[src/rtl/d5m_config_sequencer.sv]
// Power-up and register-write sequencer for a D5M image sensor: resets the sensor,
// writes a ROM-held register table over a serial-bus master, then services exposure updates.
module d5m_config_sequencer #(
  parameter int NUM_REGS    = 8,
  parameter int RST_CYCLES  = 16,
  parameter int BOOT_CYCLES = 64,
  parameter int ACK_TIMEOUT = 1024,
  parameter int MAX_RETRY   = 2
) (
  input  logic        ul1Clock,
  input  logic        ul1Reset,
  input  logic        ul1Start,
  input  logic        ul1ExpUpdate,
  input  logic [15:0] ul16Exposure,
  output logic [3:0]  ul4TblIdx,
  input  logic [7:0]  ul8TblAddr,
  input  logic [15:0] ul16TblData,
  output logic        ul1WrReq,
  output logic [7:0]  ul8WrAddr,
  output logic [15:0] ul16WrData,
  input  logic        ul1WrAck,
  input  logic        ul1WrErr,
  output logic        ul1SensorResetN,
  output logic        ul1CaptureEn,
  output logic        ul1Busy,
  output logic        ul1Error
);

  localparam int PHASE_MAX = (RST_CYCLES > BOOT_CYCLES) ? RST_CYCLES : BOOT_CYCLES;
  localparam int PHASE_W   = $clog2(PHASE_MAX + 1);
  localparam int TMO_W     = $clog2(ACK_TIMEOUT + 1);
  localparam int RETRY_W   = $clog2(MAX_RETRY + 2);
  localparam logic [7:0] EXP_ADDR = 8'h09;

  typedef enum logic [3:0] {
    S_IDLE, S_SRST, S_BOOT, S_TREQ, S_TWAIT, S_RUN, S_EREQ, S_EWAIT, S_FAULT
  } state_t;

  state_t              state;
  logic [PHASE_W-1:0]  phase_cnt;
  logic [TMO_W-1:0]    tmo_cnt;
  logic [RETRY_W-1:0]  retry_cnt;
  logic [15:0]         exp_val;
  logic                exp_pending;

  logic attempt_failed;
  logic retries_spent;

  // Ack wins over a simultaneous error; otherwise an error or expired wait fails the attempt.
  assign attempt_failed = !ul1WrAck && (ul1WrErr || (tmo_cnt == TMO_W'(ACK_TIMEOUT - 1)));
  assign retries_spent  = (retry_cnt == RETRY_W'(MAX_RETRY));

  // NOTE: sequential state uses non-blocking assignments only, so every register in this
  // block samples the pre-edge values and the order of statements never matters.
  always_ff @(posedge ul1Clock or posedge ul1Reset) begin
    if (ul1Reset) begin
      state           <= S_IDLE;
      phase_cnt       <= '0;
      tmo_cnt         <= '0;
      retry_cnt       <= '0;
      exp_val         <= '0;
      exp_pending     <= 1'b0;
      ul4TblIdx       <= '0;
      ul1WrReq        <= 1'b0;
      ul8WrAddr       <= '0;
      ul16WrData      <= '0;
      ul1SensorResetN <= 1'b0;
      ul1CaptureEn    <= 1'b0;
      ul1Busy         <= 1'b0;
      ul1Error        <= 1'b0;
    end else begin
      case (state)
        S_IDLE: if (ul1Start) begin
          state     <= S_SRST;
          phase_cnt <= '0;
          ul1Busy   <= 1'b1;
        end

        S_SRST: if (phase_cnt == PHASE_W'(RST_CYCLES - 1)) begin
          state           <= S_BOOT;
          phase_cnt       <= '0;
          ul1SensorResetN <= 1'b1;
        end else begin
          phase_cnt <= phase_cnt + 1'b1;
        end

        S_BOOT: if (phase_cnt == PHASE_W'(BOOT_CYCLES - 1)) begin
          state     <= S_TREQ;
          phase_cnt <= '0;
          ul4TblIdx <= '0;
        end else begin
          phase_cnt <= phase_cnt + 1'b1;
        end

        S_TREQ: begin
          ul8WrAddr  <= ul8TblAddr;
          ul16WrData <= ul16TblData;
          ul1WrReq   <= 1'b1;
          tmo_cnt    <= '0;
          state      <= S_TWAIT;
        end

        S_TWAIT: if (ul1WrAck) begin
          ul1WrReq  <= 1'b0;
          retry_cnt <= '0;
          if (ul4TblIdx == 4'(NUM_REGS - 1)) begin
            state        <= S_RUN;
            ul1Busy      <= 1'b0;
            ul1CaptureEn <= 1'b1;
          end else begin
            ul4TblIdx <= ul4TblIdx + 1'b1;
            state     <= S_TREQ;
          end
        end else if (attempt_failed) begin
          ul1WrReq <= 1'b0;
          if (retries_spent) begin
            state           <= S_FAULT;
            ul1Error        <= 1'b1;
            ul1Busy         <= 1'b0;
            ul1CaptureEn    <= 1'b0;
            ul1SensorResetN <= 1'b0;
          end else begin
            retry_cnt <= retry_cnt + 1'b1;
            state     <= S_TREQ;
          end
        end else begin
          tmo_cnt <= tmo_cnt + 1'b1;
        end

        S_RUN: if (ul1ExpUpdate) begin
          exp_val <= ul16Exposure;
          state   <= S_EREQ;
          ul1Busy <= 1'b1;
        end

        S_EREQ: begin
          ul8WrAddr <= EXP_ADDR;
          ul1WrReq  <= 1'b1;
          tmo_cnt   <= '0;
          state     <= S_EWAIT;
          // A retry resends the value already on the bus; only a fresh write consumes exp_val.
          if (retry_cnt == '0) begin
            ul16WrData  <= exp_val;
            exp_pending <= ul1ExpUpdate;
          end else begin
            exp_pending <= exp_pending | ul1ExpUpdate;
          end
          if (ul1ExpUpdate) exp_val <= ul16Exposure;
        end

        S_EWAIT: begin
          if (ul1ExpUpdate) begin
            exp_val     <= ul16Exposure;
            exp_pending <= 1'b1;
          end
          if (ul1WrAck) begin
            ul1WrReq  <= 1'b0;
            retry_cnt <= '0;
            if (exp_pending || ul1ExpUpdate) begin
              state <= S_EREQ;
            end else begin
              state   <= S_RUN;
              ul1Busy <= 1'b0;
            end
          end else if (attempt_failed) begin
            ul1WrReq <= 1'b0;
            if (retries_spent) begin
              state           <= S_FAULT;
              ul1Error        <= 1'b1;
              ul1Busy         <= 1'b0;
              ul1CaptureEn    <= 1'b0;
              ul1SensorResetN <= 1'b0;
            end else begin
              retry_cnt <= retry_cnt + 1'b1;
              state     <= S_EREQ;
            end
          end else begin
            tmo_cnt <= tmo_cnt + 1'b1;
          end
        end

        S_FAULT: ;

        default: state <= S_IDLE;
      endcase
    end
  end

endmodule

[config.mk]
export PLATFORM = sky130hd
export DESIGN_NAME = d5m_config_sequencer
export DESIGN_NICKNAME = d
export VERILOG_FILES = /design/src/rtl/d5m_config_sequencer.sv
export SDC_FILE = /design/constraint.sdc
export NUM_CORES = 1
export LEC_CHECK = 0
export CAP_MARGIN = 20
export CORE_UTILIZATION = 55
export CTS_CLUSTER_SIZE = 24
export DETAILED_ROUTE_END_ITERATION = 10
export PLACE_DENSITY = 0.85
export SLEW_MARGIN = 10
export SYNTH_ARGS = -nofsm -noshare
export SYNTH_HDL_FRONTEND = slang
export SYNTH_SLANG_ARGS = --single-unit
[constraint.sdc]
create_clock -name ul1Clock -period 5.1 [get_ports ul1Clock]
set_clock_uncertainty 0.1 [all_clocks]
set_input_delay 0.51 -clock ul1Clock [delete_from_list [all_inputs] [get_ports ul1Clock]]
set_output_delay 0.51 -clock ul1Clock [all_outputs]
set_load 0.03 [all_outputs]
==> reports/results.txt <==
Crit path launch type - input pin
Hold WC Path Type - register to register
CTS sink count - 74
Worst path bufs/invs - 1
Routed wire per std cell - 15.9 µm
Max Freq - 417 MHz
GPL Wtd Cong - 0.884
DP HPWL - 5830 µm
GRT Overall Usage - 25.6%
Main flop type after synthesis - dfrtp_1
Core Area - 6420 µm²
CTS resizes - 0
WP data required - 5.24 ns
Fin. Hold Viols - 0
Tot Pwr - 1.15 mW
CTS tree - yes
Mapped cell area - 3700 µm²
Setup CP Type - input pin to register
Status - finished, violations left
Die area - 7070 µm²
LEAKAGE - 2.10 nW
First-pass GRT wire length - 14100 µm
Crit share post-route - 47.1%
Worst-skew pair later-pin latency - 0.36 ns
DRT iter0 DRCs - 156
Largest net degree at the start of global routing - 47
Vert. Die Dim - 84.1 µm
Slowest Stage Delay on Critical Path - 0.72 ns
Warnings from Yosys - 0
Port bufs - 78
DRC - 10
Starting Density - 57.7%
TritonCTS Buffers - 9
Final wirelength - 8240 µm
Gate Count Post-Synth - 362
Worst slew pin tran - 0.831 ns
Final antenna-violating net count - 0
Vias per std cell - 5.61
Post-synth EDFFs - 0
Syn-to-layout area delta - 28.6%
Root buf cell - clkbuf_8
DP Worst Slack - 2.35 ns
Max VDD drop - 208 µV
Worst rel slew slack - 44.6%
Placement Rows - 29
Syn_nets - 413
Setup Viol. Count Final - 0
Minimum clock period after layout - 2.40 ns
Final Util - 74.2%
Max FO, Critical Path - 12
Leading cell type in the layout, fill and taps excluded - clkdlybuf4s50_1
Max Cap Viol - 0
Power per cell area - 240 nW/µm²
GRT Residual Overflow - 0
Syn avg cell area - 10.2 µm²
Final setup TNS - 0 ns
RSZ-0062 raised after global routing - false
Seq/Total Area, Yosys - 50.0%
First-pass DRT Iterations - 7
Number of distinct library cells after synthesis - 51
Nets - 488
Share of flip-flops with an asynchronous set or reset - 100%
Commonest non-fill, non-tap cells in the layout - clkdlybuf4s50_1 (78), dfrtp_1 (74), nand2_1 (57)
Clock buffer depth - 2
Share of layout cells above drive strength 1 - 12.9%
Initial antenna violation count - 0
Fillers - 428
Cell family with most CP delay - simple AND/OR/NAND/NOR gates
Crit-path cells - clkdlybuf4s50_1 > or4_4 > a2bb2oi_4 > o2111ai_2 > mux2_2
Width of the die - 84.1 µm
Vias - 2911
Vias in the first global route - 2937
Crit. End Element - register
PnR worst setup slack - 2.70 ns
Clock transition at path regs - 0.08 ns
Hold-fix buffers, CTS - 0
Final Max Slew Viols - 0
Antenna Cells - 0
Failing checks - design-rule violations
Seq cells post-synth - 74
Worst path arrival time - 2.54 ns
Postcts setup bufs - 0
Worst path slowest cell - or4_4
CTS H-Tree Depth - 3
Boundary pin count - 79
[metal layers]
metal / wire (µm) / GRT usage, % / vias up / share of wire, %
met5: 0 / 0 / - / 0
met4: 309 / 14.1 / 0 / 3.7
met3: 310 / 4.75 / 23 / 3.8
met2: 3990 / 40.2 / 79 / 48
met1: 3630 / 33.6 / 1389 / 44
li1: - / - / 1420 / -
[power breakdown]
part	internal [mW]	total (mW)	switching, mW
combinational	0.0442	0.0767	0.0326
sequential	0.590	0.595	0.00477
clock	0.234	0.474	0.240
total	0.868	1.15	0.277
[layout make-up]
type                       count  area, µm²  share of cell area, %
sequential                    74       1850                   38.9
clock buffer                   9        124                   2.60
inverter                       9       33.8                  0.709
clock inverter                 7       81.3                   1.71
tap                           77       96.3                   2.02
timing repair buffer          82        835                   17.5
multi-input combinational    261       1740                   36.6
[cell usage after synthesis, types with 2 or more instances]
cell	number	area (µm²)
nor4b_1	2	17.5
nand4_1	2	12.5
nand2b_1	4	25.0
or2_2	2	12.5
o22ai_1	2	12.5
or3_1	3	18.8
mux2_2	19	214
buf_2	6	30.0
a31oi_1	3	18.8
buf_6	2	22.5
nor2_1	24	90.1
clkbuf_1	10	37.5
xnor2_1	10	87.6
a32o_1	3	30.0
nor3b_1	3	22.5
nor2b_1	5	31.3
nor3_4	2	32.5
o21ai_0	35	175
nand3_1	9	45.0
a21oi_1	9	45.0
o211ai_1	2	15.0
mux2i_1	20	200
nor3_1	9	45.0
ha_1	5	62.6
and3_1	2	12.5
o31ai_1	2	15.0
nand2_1	57	214
dfrtp_1	74	1850
nor4_1	5	31.3
inv_1	9	33.8
o21bai_1	2	15.0
[worst min-delay path: stages, from the launching register on]
cell and delay [ns]:
dfrtp_1 0.35, nand2_1 0.04, o21ai_0 0.06
[sequential cells by signal, summed over array words and instances, names as in the netlist, 2 cells and up]
signal and cells:
exp_val 16, ul16WrData 16, tmo_cnt 11, ul8WrAddr 8
phase_cnt 7, state 4, ul4TblIdx 4, retry_cnt 2
[final timing paths]
kind / from / end / slack, ns / depth (start not counted)
hold / removal: ul16WrData[5]$_DFFE_PP0P_ / ul16WrData[5]$_DFFE_PP0P_ / 0.38 / 2
hold reg to reg: ul16WrData[5]$_DFFE_PP0P_ / ul16WrData[5]$_DFFE_PP0P_ / 0.38 / 2
setup reg to reg: state[1]$_DFFE_PP0P_ / state[1]$_DFFE_PP0P_ / 2.72 / 5
max in group asynchronous: ul1Reset / tmo_cnt[3]$_DFFE_PP0P_ / 3.55 / 4
setup / recovery: ul1WrAck / state[1]$_DFFE_PP0P_ / 2.70 / 5
min in group asynchronous: ul1Reset / retry_cnt[0]$_DFFE_PP0P_ / 0.41 / 2
[through the flow]
step	std cells	area, µm²	hold slack [ns]
final	519	4760	0.384
after global routing	519	4760	0.402
after CTS	517	4720	0.388
after detailed placement	501	4510	0.370
after global placement	501	4510	0.349
after floorplan	362	3700	0.368
[kinds of logic (layout without fill, tap and decap cells)]
family,Yosys count,after routing,share of synthesized area [%]
xor+xnor,11,11,2.60
flops,74,74,50.0
mux,39,39,11.2
fa+ha+maj,5,5,1.69
compound gates,64,64,10.9
simple gates,142,142,20.3
buf+inv,27,107,3.34
Note: power is estimated with default switching activity, not from simulation.
